<file path="src/rtl/demux_1bit_1x8_sync.sv">
// Registered 1-to-8 demultiplexer for a PWM gate bit. A channel switch is applied only on a carrier sync pulse.
// Optional dead-time blanking on a channel switch is enabled by defining DEMUX_BLANK_EN.
module demux_1bit_1x8_sync #(
    parameter int DEAD_CYC = 8
) (
    input  logic       clk,
    input  logic       rst,
    input  logic       in_0,
    input  logic [2:0] sel_0,
    input  logic       sel_valid,
    output logic       sel_ready,
    input  logic       sync_0,
    output logic [7:0] out_bus,
    output logic [2:0] active_sel_0
);

    typedef enum logic [1:0] {
        ROUTE = 2'd0,
        WAIT  = 2'd1,
        BREAK = 2'd2
    } state_t;

    localparam logic [7:0] DEAD_LOAD = 8'(DEAD_CYC - 1);

    state_t     state_reg, state_next;
    logic [2:0] active_reg, active_next;
    logic [2:0] pending_reg, pending_next;
    logic [7:0] count_reg, count_next;
    logic [7:0] out_reg, out_next;

    // One-hot images of in_0 on the current and on the requested channel.
    logic [7:0] route_active;
    logic [7:0] route_pending;

    generate
        for (genvar gi = 0; gi < 8; gi++) begin : g_route
            assign route_active[gi]  = in_0 && (active_reg == 3'(gi));
            assign route_pending[gi] = in_0 && (pending_reg == 3'(gi));
        end
    endgenerate

`ifndef DEMUX_BLANK_EN
    // Without blanking the dead-time length has no effect on the datapath.
    logic unused_dead_load;
    assign unused_dead_load = ^DEAD_LOAD;
`endif

    always_comb begin
        state_next   = state_reg;
        active_next  = active_reg;
        pending_next = pending_reg;
        count_next   = count_reg;
        out_next     = route_active;
        case (state_reg)
            ROUTE: begin
                // A sync pulse arriving with the request is deliberately not applied.
                if (sel_valid) begin
                    pending_next = sel_0;
                    state_next   = WAIT;
                end
            end
            WAIT: begin
                if (sync_0) begin
                    if (pending_reg == active_reg) begin
                        state_next = ROUTE;
                    end else begin
`ifdef DEMUX_BLANK_EN
                        state_next = BREAK;
                        count_next = DEAD_LOAD;
                        out_next   = '0;
`else
                        state_next  = ROUTE;
                        active_next = pending_reg;
                        out_next    = route_pending;
`endif
                    end
                end
            end
            BREAK: begin
                out_next = '0;
                if (count_reg == 8'd0) begin
                    state_next  = ROUTE;
                    active_next = pending_reg;
                    out_next    = route_pending;
                end else begin
                    count_next = count_reg - 8'd1;
                end
            end
            default: begin
                state_next = ROUTE;
                out_next   = '0;
            end
        endcase
    end

    always_ff @(posedge clk) begin
        if (rst) begin
            state_reg   <= ROUTE;
            active_reg  <= 3'd0;
            pending_reg <= 3'd0;
            count_reg   <= 8'd0;
            out_reg     <= 8'd0;
        end else begin
            state_reg   <= state_next;
            active_reg  <= active_next;
            pending_reg <= pending_next;
            count_reg   <= count_next;
            out_reg     <= out_next;
        end
    end

    assign sel_ready    = (state_reg == ROUTE);
    assign out_bus      = out_reg;
    assign active_sel_0 = active_reg;

endmodule

</file>
<file path="config.mk">
export PLATFORM = sky130hd
export DESIGN_NAME = demux_1bit_1x8_sync
export DESIGN_NICKNAME = d
export VERILOG_FILES = /design/src/rtl/demux_1bit_1x8_sync.sv
export SDC_FILE = /design/constraint.sdc
export NUM_CORES = 1
export LEC_CHECK = 0
export CAP_MARGIN = 40
export CORE_MARGIN = 5
export CORE_UTILIZATION = 44
export DETAILED_ROUTE_END_ITERATION = 6
export GPL_ROUTABILITY_DRIVEN = 0
export GPL_TIMING_DRIVEN = 0
export PLACE_DENSITY = 0.85
export SLEW_MARGIN = 25
export SYNTH_ARGS = -nofsm -noshare
export SYNTH_HDL_FRONTEND = slang
export SYNTH_SLANG_ARGS = --single-unit
</file>
<file path="constraint.sdc">
create_clock -name clk -period 1.7 [get_ports clk]
set_clock_uncertainty 0.1 [all_clocks]
set_input_delay 0.255 -clock clk [delete_from_list [all_inputs] [get_ports clk]]
set_output_delay 0.255 -clock clk [all_outputs]
set_load 0.05 [all_outputs]
</file>
Word-level counts from Yosys, hierarchy flattened

Cells that the tools add are included.

Bitwise gates (word level): 1
Add/subtract/negate cells: 1
Muxes and demuxes: 12
Reduce and logical (&&, ||, !) cells: 25
Eq/ne operators: 21

Operators with widths:

| operator              | number |
|---|---|
| $eq A3 B3 Y1 const B  | 8 |
| $mux W8               | 3 |
| $pmux W8 S3           | 1 |
| $logic_and A1 B1 Y1   | 16 |
| $eq A3 B2 Y1 const B  | 4 |
| $mux W3               | 3 |
| $logic_not A8 Y1      | 1 |
| $ne A2 B2 Y1 const B  | 4 |
| $sub A8 B1 Y8 const B | 1 |
| $eq A3 B1 Y1 const B  | 2 |
| $logic_not A3 Y1      | 2 |
| $mux W2               | 3 |
| $pmux W2 S3           | 1 |
| $pmux W3 S2           | 1 |
| $reduce_and A2 Y1     | 2 |
| $reduce_and A4 Y1     | 1 |
| $eq A3 B3 Y1          | 1 |
| $reduce_and A3 Y1     | 1 |
| $eq A2 B1 Y1 const B  | 1 |
| $eq A2 B2 Y1 const B  | 1 |
| $logic_not A2 Y1      | 1 |
| $reduce_bool A2 Y1    | 1 |
| $not A1 Y1            | 1 |

Register bits after elaboration: 24
Output and inout bits: 12

Logic depth before layout (Yosys ltp)

Depth in word-level cells: 5
Mapped depth: 4

Worst setup path before layout

Ideal clock, no wire load.

Path kind: register -> register
Start point: register active_reg[0], in the netlist active_sel_0[0]
End point: register out_reg[0], in the netlist out_bus[0]
Setup slack: 0.055 ns
Data required time: 1.528 ns
Stages on the path, launching flop included: 4
Period minus slack after synthesis: 1.645 ns
Buffers on the path: 0
Arrival: 1.473 ns
Path through: dfxtp_1 > xnor2_1 > a31oi_4 > mux2i_1

Longest elaborated chain between the ends: 5
Elaborated cells between the ends (all ways): 6
Those cells by class: 1 x eq/ne; 3 x mux; 2 x reduce/logical

Ends and longest elaborated chain:

| element                  | line | text |
|---|---|---|
| start: declaration       | 26   | `logic [2:0] active_reg, active_next;` |
| start signal: assignment | 105  | `active_reg <= active_next;` |
| $logic_not A3 Y1         | 37   | `assign route_active[gi] = in_0 && (active_reg == 3'(gi));` |
| $logic_and A1 B1 Y1      | 37   |  |
| $mux W8                  | 64   | `if (pending_reg == active_reg) begin` |
| $mux W8                  | 63   | `if (sync_0) begin` |
| $pmux W8 S3 *            | 54   | `case (state_reg)` |
| end signal: assignment   | 108  | `out_reg <= out_next;` |
| end: declaration         | 29   | `logic [7:0] out_reg, out_next;` |

Every way passes the cells marked *; elsewhere a longest branch is shown, timed or not.
A chain may end at the register's enable or synchronous reset.

Worst setup path in the final report

Start point: register active_reg[0], in the netlist active_sel_0[0]
End point: output port active_sel_0[0]

RTL lines:

| element          | line | text |
|---|---|---|
| end: declaration | 14   | `output logic [2:0] active_sel_0` |

No word-level cell between the ends.

==> reports/qor.yml <==
cts:
  path_clk_slew_ns: 0.08
  cts_max_path_buffers: 2
  ctsHoldBuffers: 0
  cts_tree: "done"
  cts_root_buf: "clkbuf_4"
  cts_inserted_buffers: 3
  cts_max_level: 1
  post_cts_buffers: 0
  clock_sinks: 15
  worstSkewPairLatency_ns: 0.29
finish:
  fin_nets: 109
  multiInputGateArea_sq_um: 360
  largest_reg_flops: 8
  syn2layout_area_growth_pct: 32.1
  diodes: 0
  drive_above_1_share_pct: 7.00
  n_fill_cell: 121
  regArea_sq_um: 300
drt:
  routed_wl_um: 1260
  vias: 586
  wire_per_inst_um: 10.9
  drc: 0
  drt.antenna.violating_nets: 0
  firstDrtPassIters: 4
  vias_per_cell: 5.05
  drtIter0Drc: 7
critical_path:
  path_class: "reg -> out"
  cpMaxStageDelayCell: "clkdlybuf4s15_1"
  slowest_delay_ns: 0.54
  start_kind: "register"
  cp.arrival_ns: 1.31
  crit_chain: "clkdlybuf4s15_1"
  worst-path-max-fanout: 8
  cp_top_family: "buffers and inverters"
  required_ns: 1.34
  setup.worst_path.end_class: "output pin"
  crit_buf_inv: 1
grt:
  grt_pass1_wl_um: 2010
  grt_max_degree: 11
  grt_antenna_before_repair: 0
  grt_usage_pct: 10.3
  grt-ovfl-total: 0
  grt_pass1_vias: 513
synthesis:
  netlist_instances: 77
  synth_compound_area_share_pct: 6.06
  synthSimpleGateAreaFrac_pct: 26.8
  yosysSeqAreaShare_pct: 44.0
  synth_edf_count: 0
  postSynth.asyncResetShare_pct: 0
  syn_area_sq_um: 682
  syn_area_per_cell_sq_um: 8.86
  ys.flop_type: "dfxtp_1"
  synth_xor_area_share_pct: 3.85
  yosysMostFrequentCell: "nand2_1"
  synth_area_leaders: "dfxtp_1, mux2i_1, nand2_1, nand3_1, xnor2_1"
  yosys_register_bits: 15
  synthMuxAreaShare_pct: 16.1
  synthesis.nets: 85
  synth.largest_area_cell: "dfxtp_1"
  yosys-top-cells-count: "nand2_1, dfxtp_1, mux2i_1, nand3_1, nor2_1"
  ys_warn_count: 0
  yosysTopAreaCellShare_pct: 44.0
  ys_types: 15
  synth_fa_ha_area_share_pct: 0
  synth_top_family_by_area: "simple AND/OR/NAND/NOR gates"
floorplanning:
  design.core.area_sq_um: 1490
  initial_core_util_pct: 45.8
  dieArea_sq_um: 2440
  die_h_um: 49.4
  die_w_um: 49.4
  io_pins: 20
  row_count: 14
pwr:
  netSwitchingFraction_pct: 26.1
  total_power_w: 0.000669
  power_frac_comb_pct: 15.2
  p_per_area_nw_per_um2: 743
  internal_power_w: 0.000495
  ir_worst_vdd_v: 0.000437
  p_switching_w: 0.000174
  pwr-share-clk_pct: 29.8
  power.leakage_nw: 0.370
  pwr-share-seq_pct: 55.0
placement:
  port_buffers: 19
  dp_hpwl_um: 988
flow_run:
  drv_cap: 0
timing:
  hold_violations: 0
  rsz0062_at_grt: "no"
  min_period_over_period_pct: 97.9
  fin_tns_setup_ns: 0
  whs_ns: 0.432
  setup_viol: 0
  tightest_slew_ns: 0.523
  relSlewSlack_pct: 65.1
  max_freq_ghz: 0.601
  period_minus_slack_ns: 1.66
  slew_viol_final: 0
hold_path:
  hold_class: "reg -> reg"
outcome:
  outcome: "completed"
cells by family after synthesis:
logic type,Yosys count
flip-flops,15
XOR/XNOR,3
AND/OR/NAND/NOR,38
buffers and inverters,5
AO/OA/AOI/OAI,5
multiplexers,11
power groups by stage:
stage	clock (W)	sequential, W	combinational [W]
floorplan	0	0.000387	0.0000582
global placement	0	0.000376	0.000103
detailed placement	0	0.000377	0.000106
CTS	0.000201	0.000369	0.000102
global route	0.000215	0.000370	0.000109
finish	0.000199	0.000369	0.000102
path summary, 6_finish.rpt:
check / from / endpoint / slack (ns) / cells past startpoint
hold / removal: active_sel_0[2]$_SDFFE_PP0P_ / active_sel_0[2]$_SDFFE_PP0P_ / 0.43 / 2
setup / recovery: active_sel_0[0]$_SDFFE_PP0P_ / active_sel_0[0] / 0.04 / 1
setup reg to reg: active_sel_0[0]$_SDFFE_PP0P_ / out_bus[7]$_SDFF_PP0_ / 0.27 / 3
hold reg to reg: active_sel_0[2]$_SDFFE_PP0P_ / active_sel_0[2]$_SDFFE_PP0P_ / 0.43 / 2
through the flow:
step	util, %	instance area, sq um	worst slack, ns	instances
2_1_floorplan	-	682	0.0548	77
3_3_place_gp	59.9	892	-0.0955	112
3_5_place_dp	59.9	892	-0.116	112
4_1_cts	60.7	903	0.00468	116
5_1_grt	60.5	901	0.00576	116
6_report	60.5	901	0.0353	116
per-layer routing:
metal | vias up | global-route usage, % | part of all wire, %
li1 | 304 | - | -
met1 | 256 | 11.5 | 43
met2 | 24 | 17.4 | 47
met3 | 2 | 3.98 | 9.3
met4 | 0 | 4.04 | 0.95
met5 | - | 0 | 0
final cells by class:
cell class / instances / area share (%)
repair buffers: 19 / 19.2
multi-input cells: 57 / 40.0
flip-flops and latches: 15 / 33.3
well taps: 16 / 2.22
plain buffers: 3 / 1.53
inverters: 2 / 0.833
clock buffers: 4 / 2.92
cell usage in the layout (no fill, tap or decap), types with 4 or more instances in the layout:
cell	Yosys	layout
a21oi_1	4	4
dlygate4sd2_1	0	10
nand2_1	16	16
nor2_1	6	6
nor2b_1	4	4
dfxtp_1	15	15
mux2i_1	11	11
clkdlybuf4s50_1	0	7
nand3_1	7	7
what timing repair did:
item | 4_1_cts | 5_1_grt
endpoints found under the hold margin | 0 | 0
endpoints found under the setup margin | 12 | 2
gates resized for setup | 12 | 3
(Power assumes the default switching activity.)
